`config.mk`:
```
export PLATFORM = sky130hd
export DESIGN_NAME = lrn_window_buffer_flat
export DESIGN_NICKNAME = d
export VERILOG_FILES = /design/src/rtl/lrn_pkg.sv /design/src/rtl/lrn_window_buffer_if.sv /design/src/rtl/lrn_window_sum.sv /design/src/rtl/lrn_window_buffer.sv /design/src/flat_wrapper.sv
export SDC_FILE = /design/constraint.sdc
export NUM_CORES = 2
export LEC_CHECK = 0
export CORE_MARGIN = 3
export CORE_UTILIZATION = 56
export DETAILED_ROUTE_END_ITERATION = 8
export GPL_TIMING_DRIVEN = 0
export PLACE_DENSITY_LB_ADDON = 0.1
export SYNTH_ARGS = -nofsm -noshare
export SYNTH_HDL_FRONTEND = slang
export SYNTH_HIERARCHICAL = 1
export SYNTH_SLANG_ARGS = --single-unit
```
`constraint.sdc`:
```
create_clock -name core_clk -period 12.4 [get_ports core_clk]
set_clock_uncertainty 0.15 [all_clocks]
set_input_delay 2.48 -clock core_clk [delete_from_list [all_inputs] [get_ports core_clk]]
set_output_delay 2.48 -clock core_clk [all_outputs]
set_load 0.01 [all_outputs]
```
`src/rtl/lrn_pkg.sv`:
```
// Shared constants and types for the LRN window-buffer stage and its mapper_lrn companion.
package lrn_pkg;

    localparam int LRN_M_WIDTH    = 4;
    localparam int LRN_V_WIDTH    = 2;
    localparam int LRN_DATA_WIDTH = 16;

    // Sum of up to 2**mw squares of dw-bit values can never overflow this width.
    function automatic int sum_width(input int dw, input int mw);
        return 2 * dw + mw;
    endfunction

    localparam int LRN_SUM_WIDTH = sum_width(LRN_DATA_WIDTH, LRN_M_WIDTH);

    typedef enum logic [2:0] {
        ST_IDLE     = 3'd0,
        ST_LOAD     = 3'd1,
        ST_SQ       = 3'd2,
        ST_EMIT     = 3'd3,
        ST_WAIT_DIV = 3'd4
    } state_t;

endpackage

```
`src/rtl/lrn_window_buffer_if.sv`:
```
// Operand/result link between the window buffer (master) and the LRN divider (slave).
interface lrn_window_buffer_if
    import lrn_pkg::*;
#(
    parameter int M_WIDTH    = LRN_M_WIDTH,
    parameter int DATA_WIDTH = LRN_DATA_WIDTH,
    parameter int SUM_WIDTH  = sum_width(DATA_WIDTH, M_WIDTH)
) ();

    logic                         sq_valid;
    logic                         sq_ready;
    logic signed [DATA_WIDTH-1:0] sq_x;
    logic        [SUM_WIDTH-1:0]  sq_sum;
    logic        [M_WIDTH-1:0]    sq_ch;
    logic                         div_out_valid;

    modport master (
        output sq_valid, sq_x, sq_sum, sq_ch,
        input  sq_ready, div_out_valid
    );

    modport slave (
        input  sq_valid, sq_x, sq_sum, sq_ch,
        output sq_ready, div_out_valid
    );

endinterface

```
`src/rtl/lrn_window_sum.sv`:
```
// Square register file plus the sliding cross-channel sum of squares.
module lrn_window_sum
    import lrn_pkg::*;
#(
    parameter int M_WIDTH    = LRN_M_WIDTH,
    parameter int V_WIDTH    = LRN_V_WIDTH,
    parameter int DATA_WIDTH = LRN_DATA_WIDTH,
    parameter int SUM_WIDTH  = sum_width(DATA_WIDTH, M_WIDTH)
) (
    input  logic                         core_clk,
    input  logic                         reset,
    input  logic                         clear,
    input  logic                         seed_en,
    input  logic        [M_WIDTH-1:0]    seed_idx,
    input  logic signed [DATA_WIDTH-1:0] seed_x,
    input  logic                         advance,
    input  logic        [M_WIDTH-1:0]    ch,
    input  logic        [V_WIDTH-1:0]    pad,
    input  logic        [M_WIDTH-1:0]    dim,
    output logic        [SUM_WIDTH-1:0]  run
);

    localparam int SQ_WIDTH = 2 * DATA_WIDTH;
    localparam int IW       = ((M_WIDTH > V_WIDTH) ? M_WIDTH : V_WIDTH) + 2;

    logic        [SQ_WIDTH-1:0]  sq_mem [2**M_WIDTH];
    logic signed [SQ_WIDTH-1:0]  prod;
    logic        [SQ_WIDTH-1:0]  seed_sq;
    logic        [IW-1:0]        hi_w;
    logic        [M_WIDTH-1:0]   hi_idx, lo_idx;
    logic                        add_ok, sub_ok, seed_in_win;
    logic        [SUM_WIDTH-1:0] add_term, sub_term, seed_term;

    // NOTE: every always_comb output gets a value on every path, so no latch can be inferred.
    always_comb begin
        prod        = SQ_WIDTH'(seed_x) * SQ_WIDTH'(seed_x);
        seed_sq     = $unsigned(prod);
        seed_in_win = IW'(seed_idx) <= IW'(pad);
        hi_w        = IW'(ch) + IW'(pad) + IW'(1);
        add_ok      = hi_w < IW'(dim);
        sub_ok      = IW'(ch) >= IW'(pad);
        // Indices may wrap when out of window; they are only used when the *_ok flag is set.
        hi_idx      = ch + M_WIDTH'(pad) + M_WIDTH'(1);
        lo_idx      = ch - M_WIDTH'(pad);
        add_term    = add_ok      ? SUM_WIDTH'(sq_mem[hi_idx]) : '0;
        sub_term    = sub_ok      ? SUM_WIDTH'(sq_mem[lo_idx]) : '0;
        seed_term   = seed_in_win ? SUM_WIDTH'(seed_sq)        : '0;
    end

    // NOTE: the square file is plain storage, always written before it is read, so it carries no reset.
    always_ff @(posedge core_clk) begin
        if (seed_en) sq_mem[seed_idx] <= seed_sq;
    end

    // NOTE: sequential state uses non-blocking assignments so every register samples pre-edge values.
    always_ff @(posedge core_clk or negedge reset) begin
        if (!reset)       run <= '0;
        else if (clear)   run <= '0;
        else if (seed_en) run <= run + seed_term;
        else if (advance) run <= run + add_term - sub_term;
    end

endmodule

```
`src/rtl/lrn_window_buffer.sv`:
```
// LRN window buffer: captures one spatial position's channels, then streams (x, window sum) to the divider.
module lrn_window_buffer
    import lrn_pkg::*;
#(
    parameter int M_WIDTH    = LRN_M_WIDTH,
    parameter int V_WIDTH    = LRN_V_WIDTH,
    parameter int DATA_WIDTH = LRN_DATA_WIDTH,
    parameter int SUM_WIDTH  = sum_width(DATA_WIDTH, M_WIDTH)
) (
    input  logic                         core_clk,
    input  logic                         reset,
    input  logic        [M_WIDTH-1:0]    dim3,
    input  logic        [V_WIDTH-1:0]    padding_num,
    input  logic                         r_enable,
    input  logic signed [DATA_WIDTH-1:0] r_data,
    output logic                         full_flag,
    lrn_window_buffer_if.master          dvd,
    output logic                         normalized_window_rr,
    output logic                         busy,
    output logic                         err_overrun
);

    state_t                       state;
    logic                         rd_v, cap, hs, start;
    logic        [M_WIDTH-1:0]    dim_q, wr_cnt, sq_idx, ch, div_cnt;
    logic        [V_WIDTH-1:0]    pad_q;
    logic signed [DATA_WIDTH-1:0] win_buf [2**M_WIDTH];
    logic        [SUM_WIDTH-1:0]  run;

    always_comb begin
        cap        = rd_v;
        start      = (state == ST_IDLE) && cap && (dim3 != '0);
        hs         = (state == ST_EMIT) && dvd.sq_ready;
        busy       = (state != ST_IDLE);
        dvd.sq_valid = (state == ST_EMIT);
        dvd.sq_x   = dvd.sq_valid ? win_buf[ch] : '0;
        dvd.sq_sum = dvd.sq_valid ? run : '0;
        dvd.sq_ch  = dvd.sq_valid ? ch : '0;
    end

    always_ff @(posedge core_clk) begin
        if (start)                            win_buf[0]      <= r_data;
        else if (cap && (state == ST_LOAD))   win_buf[wr_cnt] <= r_data;
    end

    always_ff @(posedge core_clk or negedge reset) begin
        if (!reset) begin
            state                <= ST_IDLE;
            rd_v                 <= 1'b0;
            dim_q                <= '0;
            pad_q                <= '0;
            wr_cnt               <= '0;
            sq_idx               <= '0;
            ch                   <= '0;
            div_cnt              <= '0;
            full_flag            <= 1'b0;
            normalized_window_rr <= 1'b0;
            err_overrun          <= 1'b0;
        end else begin
            rd_v                 <= r_enable;
            full_flag            <= 1'b0;
            normalized_window_rr <= 1'b0;
            if (cap && (state inside {ST_SQ, ST_EMIT, ST_WAIT_DIV}))
                err_overrun <= 1'b1;
            if ((state inside {ST_EMIT, ST_WAIT_DIV}) && dvd.div_out_valid && (div_cnt != dim_q))
                div_cnt <= div_cnt + M_WIDTH'(1);

            case (state)
                ST_IDLE: if (start) begin
                    dim_q   <= dim3;
                    pad_q   <= padding_num;
                    wr_cnt  <= M_WIDTH'(1);
                    sq_idx  <= '0;
                    ch      <= '0;
                    div_cnt <= '0;
                    if (dim3 == M_WIDTH'(1)) begin
                        full_flag <= 1'b1;
                        state     <= ST_SQ;
                    end else begin
                        state     <= ST_LOAD;
                    end
                end
                ST_LOAD: if (cap) begin
                    wr_cnt <= wr_cnt + M_WIDTH'(1);
                    if (wr_cnt + M_WIDTH'(1) == dim_q) begin
                        full_flag <= 1'b1;
                        state     <= ST_SQ;
                    end
                end
                ST_SQ: begin
                    sq_idx <= sq_idx + M_WIDTH'(1);
                    if (sq_idx == dim_q - M_WIDTH'(1)) state <= ST_EMIT;
                end
                ST_EMIT: if (hs) begin
                    ch <= ch + M_WIDTH'(1);
                    if (ch == dim_q - M_WIDTH'(1)) state <= ST_WAIT_DIV;
                end
                ST_WAIT_DIV: if (div_cnt == dim_q) begin
                    normalized_window_rr <= 1'b1;
                    state                <= ST_IDLE;
                end
                default: state <= ST_IDLE;
            endcase
        end
    end

    lrn_window_sum #(
        .M_WIDTH   (M_WIDTH),
        .V_WIDTH   (V_WIDTH),
        .DATA_WIDTH(DATA_WIDTH),
        .SUM_WIDTH (SUM_WIDTH)
    ) u_sum (
        .core_clk(core_clk),
        .reset   (reset),
        .clear   ((state == ST_IDLE) || (state == ST_LOAD)),
        .seed_en (state == ST_SQ),
        .seed_idx(sq_idx),
        .seed_x  (win_buf[sq_idx]),
        .advance (hs),
        .ch      (ch),
        .pad     (pad_q),
        .dim     (dim_q),
        .run     (run)
    );

endmodule
```
`src/flat_wrapper.sv`:
```
// flat-port wrapper written by rule: the top's interface ports become plain ports
module lrn_window_buffer_flat import lrn_pkg::*;
#(
    parameter int M_WIDTH    = LRN_M_WIDTH,
    parameter int V_WIDTH    = LRN_V_WIDTH,
    parameter int DATA_WIDTH = LRN_DATA_WIDTH,
    parameter int SUM_WIDTH  = sum_width(DATA_WIDTH, M_WIDTH)
)
  (core_clk, reset, dim3, padding_num, r_enable, r_data, full_flag, normalized_window_rr, busy, err_overrun, dvd_sq_valid, dvd_sq_x, dvd_sq_sum, dvd_sq_ch, dvd_sq_ready, dvd_div_out_valid);
  lrn_window_buffer_if #(.M_WIDTH(M_WIDTH), .DATA_WIDTH(DATA_WIDTH), .SUM_WIDTH(SUM_WIDTH)) dvd_i ();
  input  logic core_clk;
  input  logic reset;
  input  logic        [M_WIDTH-1:0] dim3;
  input  logic        [V_WIDTH-1:0] padding_num;
  input  logic r_enable;
  input  logic signed [DATA_WIDTH-1:0] r_data;
  output logic full_flag;
  output logic normalized_window_rr;
  output logic busy;
  output logic err_overrun;
  output wire logic [$bits(dvd_i.sq_valid)-1:0] dvd_sq_valid;
  output wire logic [$bits(dvd_i.sq_x)-1:0] dvd_sq_x;
  output wire logic [$bits(dvd_i.sq_sum)-1:0] dvd_sq_sum;
  output wire logic [$bits(dvd_i.sq_ch)-1:0] dvd_sq_ch;
  input wire logic [$bits(dvd_i.sq_ready)-1:0] dvd_sq_ready;
  input wire logic [$bits(dvd_i.div_out_valid)-1:0] dvd_div_out_valid;
  assign dvd_sq_valid = dvd_i.sq_valid;
  assign dvd_sq_x = dvd_i.sq_x;
  assign dvd_sq_sum = dvd_i.sq_sum;
  assign dvd_sq_ch = dvd_i.sq_ch;
  assign dvd_i.sq_ready = dvd_sq_ready;
  assign dvd_i.div_out_valid = dvd_div_out_valid;
  lrn_window_buffer #(.M_WIDTH(M_WIDTH), .V_WIDTH(V_WIDTH), .DATA_WIDTH(DATA_WIDTH), .SUM_WIDTH(SUM_WIDTH)) u_core (.core_clk(core_clk), .reset(reset), .dim3(dim3), .padding_num(padding_num), .r_enable(r_enable), .r_data(r_data), .full_flag(full_flag), .dvd(dvd_i), .normalized_window_rr(normalized_window_rr), .busy(busy), .err_overrun(err_overrun));
endmodule
```
==> impl_metrics.toml <==
[layout]
fin_cells = 5340
fillCellCount = 6938
nets = 4493
area_delta_synth_final_pct = 12.5
mostFrequentLayoutCell = "edfxtp_1"
final_cell_mix = "edfxtp_1 (752), inv_1 (457), mux4_2 (360)"
drive_above_1_share_pct = 17.8

[critical_path]
arrival_ns = 12.23
worstSetupPathType = "flip-flop to flip-flop"
critPathMaxStageDelay_ns = 0.57
regToRegSetupSlack_ns = 0.55
setup.worst_path.end_class = "flip-flop"
worstPathRequired_ns = 12.77
cp-startpoint = "u_core/sq_idx[0]"
slowest_stage = "dfrtp_1"
path_max_fanout = 10
cp-endpoint = "u_core/u_sum/run[33]"
rr_startpoint = "u_core/sq_idx[0]"
cp-start-kind = "flip-flop"
reg2reg_depth = 38
cpMostUsedCell = "fa_1"
r2r-end = "u_core/u_sum/run[33]"

[clock_network]
clock_path_buffers = 3
ctsHoldBuffers = 0
cts_root_buf = "clkbuf_16"
cts_buffers = 87
cts.clk_slew.worst_paths_ns = 0.06
htree_levels = 3
postCtsSetupRepairBufs = 0
clk_latency_ns = 0.66
cts_sinks = 817
cts_tree = "yes"

[sta]
setup_viol_count_final = 0
finalCritPeriodShare_pct = 95.6
fin_setup_tns_ns = 0
rsz0062_at_grt = "true"
holdWs_ns = 0.319
worst_slew_pin_slew_ns = 1.54
slew_viol_final = 10
fin_ws_ns = 0.546
slew_headroom_pct = -3.29
period_minus_slack_ns = 11.85
finalHoldViolCount = 0
fmax_ghz = 0.0844

[detailed_routing]
drt_iter0_drc = 4230
routed_wl_um = 155000
drtAntennaViolNets = 0
firstDrtPassIters = 6
route.detailed.drc = 0
vias = 34500
top_layer = "met5"
via_per_inst = 6.46
wl_met1_um = 58300
wl_per_cell_um = 28.9
dr_wl_met3_um = 12900
dr_wl_met2_um = 74400

[logic_synthesis]
synth-compound-area-share_pct = 7.23
synth-xor-area-share_pct = 1.91
syn-instance-count = 3787
ys_ff_latch = 817
synthMuxAreaShare_pct = 18.9
synth_edf_count = 752
synthSimpleGateAreaFrac_pct = 6.49
synth_top_family_by_area = "multiplexers"
avgSynthCellArea_um2 = 13.8
ys_seq_area_share_pct = 46.2
async_reset_ff_share_pct = 7.96
synthAdderAreaFrac_pct = 14.4
synthDistinctLibCells = 94
yosysWarnings = 6
ys.flop_type = "edfxtp_1"
synth_area_um2 = 52400
synth_nets = 4256

[status]
status = "finished, violations left"
violations = "max-capacitance violations, max-slew violations"

[die]
core_um2 = 92200
die_width_um = 312
rows = 111
dieArea_um2 = 97300
initial_utilization_pct = 56.8
dieHeight_um = 312
io_pins = 88

[flow_run]
drv_cap = 1

[placed_design]
dpl.hpwl_um = 115000
dpl_worst_slack_ns = -0.454
port_buffers = 87
gp_congestion = 0.942
dp_cells = 5179

[global_route]
grt_max_degree = 52
first_global_vias = 35200
grt_overflow = 0
grt.total_usage_pct = 32.1
antenna_found_initial = 5
grt_pass1_wl_um = 229000

[hold_path]
min_from = "u_core/err_overrun"
min_path_type = "flip-flop to flip-flop"
[metal layers]
metal | vias up | track usage (%)
met5 | - | 0
met4 | 4 | 15.7
met3 | 353 | 4.98
met2 | 1820 | 52.4
met1 | 17700 | 42.4
li1 | 14600 | -
[state kept, by name, indices dropped and copies added (netlist names)]
register	cells
u_core/win_buf	256
u_core/wr_cnt	4
u_core/pad_q	2
u_core/ch	4
u_core/cap	1
u_core/full_flag	1
u_core/normalized_window_rr	1
u_core/u_sum/run	36
u_core/dim_q	4
u_core/state	3
u_core/div_cnt	4
u_core/sq_idx	4
u_core/err_overrun	1
u_core/u_sum/sq_mem	496
[through the flow]
stage | cell area, um2 | util, %
global route | 59000 | 63.9
detailed placement | 56100 | 60.9
CTS | 58900 | 63.9
global placement | 54800 | 59.5
floorplan | 52400 | -
finish | 59000 | 63.9
[synthesized netlist by cell type (10+ instances only)]
cell,count,share of area (%)
a21o_1,34,0.49
nor3_1,37,0.35
o31ai_1,17,0.24
o21bai_1,13,0.19
xnor2_1,70,1.2
xor2_1,39,0.65
a21oi_1,111,1.1
dfrtp_1,65,3.1
buf_1,34,0.24
clkbuf_1,143,1.0
o21a_1,14,0.20
mux4_2,360,15
o22ai_1,10,0.12
edfxtp_1,752,43
inv_1,457,3.3
nor2_1,138,0.99
mux2_2,32,0.69
nand3_1,35,0.33
o21ai_0,67,0.64
a31oi_1,18,0.21
a211oi_1,89,1.3
o211ai_1,38,0.54
and3_1,15,0.18
nand2b_1,19,0.23
mux2i_1,141,2.7
buf_2,25,0.24
a221oi_1,41,0.69
nor2b_1,50,0.60
nand2_1,205,1.5
fa_1,272,10
ha_1,170,4.1
a22oi_1,18,0.26
and2_1,119,1.4
[area by class of cell]
class                      instances  area, um2  share of cell area, %
multi-input combinational       2308      26000                   44.1
sequential                       817      24200                   41.1
clock buffer                     105       2300                   3.90
timing repair buffer             149       1840                   3.12
inverter                         457       1720                   2.91
tap                             1243       1560                   2.64
buffer                           204        861                   1.46
clock inverter                    55        467                  0.791
antenna                            2       5.00                0.00849
[worst min path at each step]
stage / to / slack, ns / cells after the start
after floorplan: u_core/pad_q[1] / 0.32 / 2
after global placement: u_core/err_overrun / 0.30 / 1
after detailed placement: u_core/err_overrun / 0.31 / 1
after CTS: u_core/err_overrun / 0.32 / 1
after global routing: u_core/err_overrun / 0.36 / 1
final: u_core/err_overrun / 0.32 / 1
[cell families after synthesis]
group	count (synthesis)
buffers and inverters	662
adder cells (fa/ha/maj)	442
XOR/XNOR	111
other	2
flip-flops	817
AND/OR/NAND/NOR	680
AO/OA/AOI/OAI	540
multiplexers	533
[worst max-delay path: cells and delay by family (launching register included)]
family / cells / cell delay, ns
buffers and inverters: 7 / 1.79
AO/OA/AOI/OAI: 15 / 3.87
multiplexers: 3 / 0.58
flip-flops: 1 / 0.57
adder cells (fa/ha/maj): 8 / 3.73
AND/OR/NAND/NOR: 5 / 1.00
[timing repair]
action                     CTS  global route
pin swaps                    0             0
setup endpoints to repair    7            12
resized for setup            4            41
Power is not shown: default switching activity piles up to over one toggle a cycle in this logic, so the estimate is an artifact.
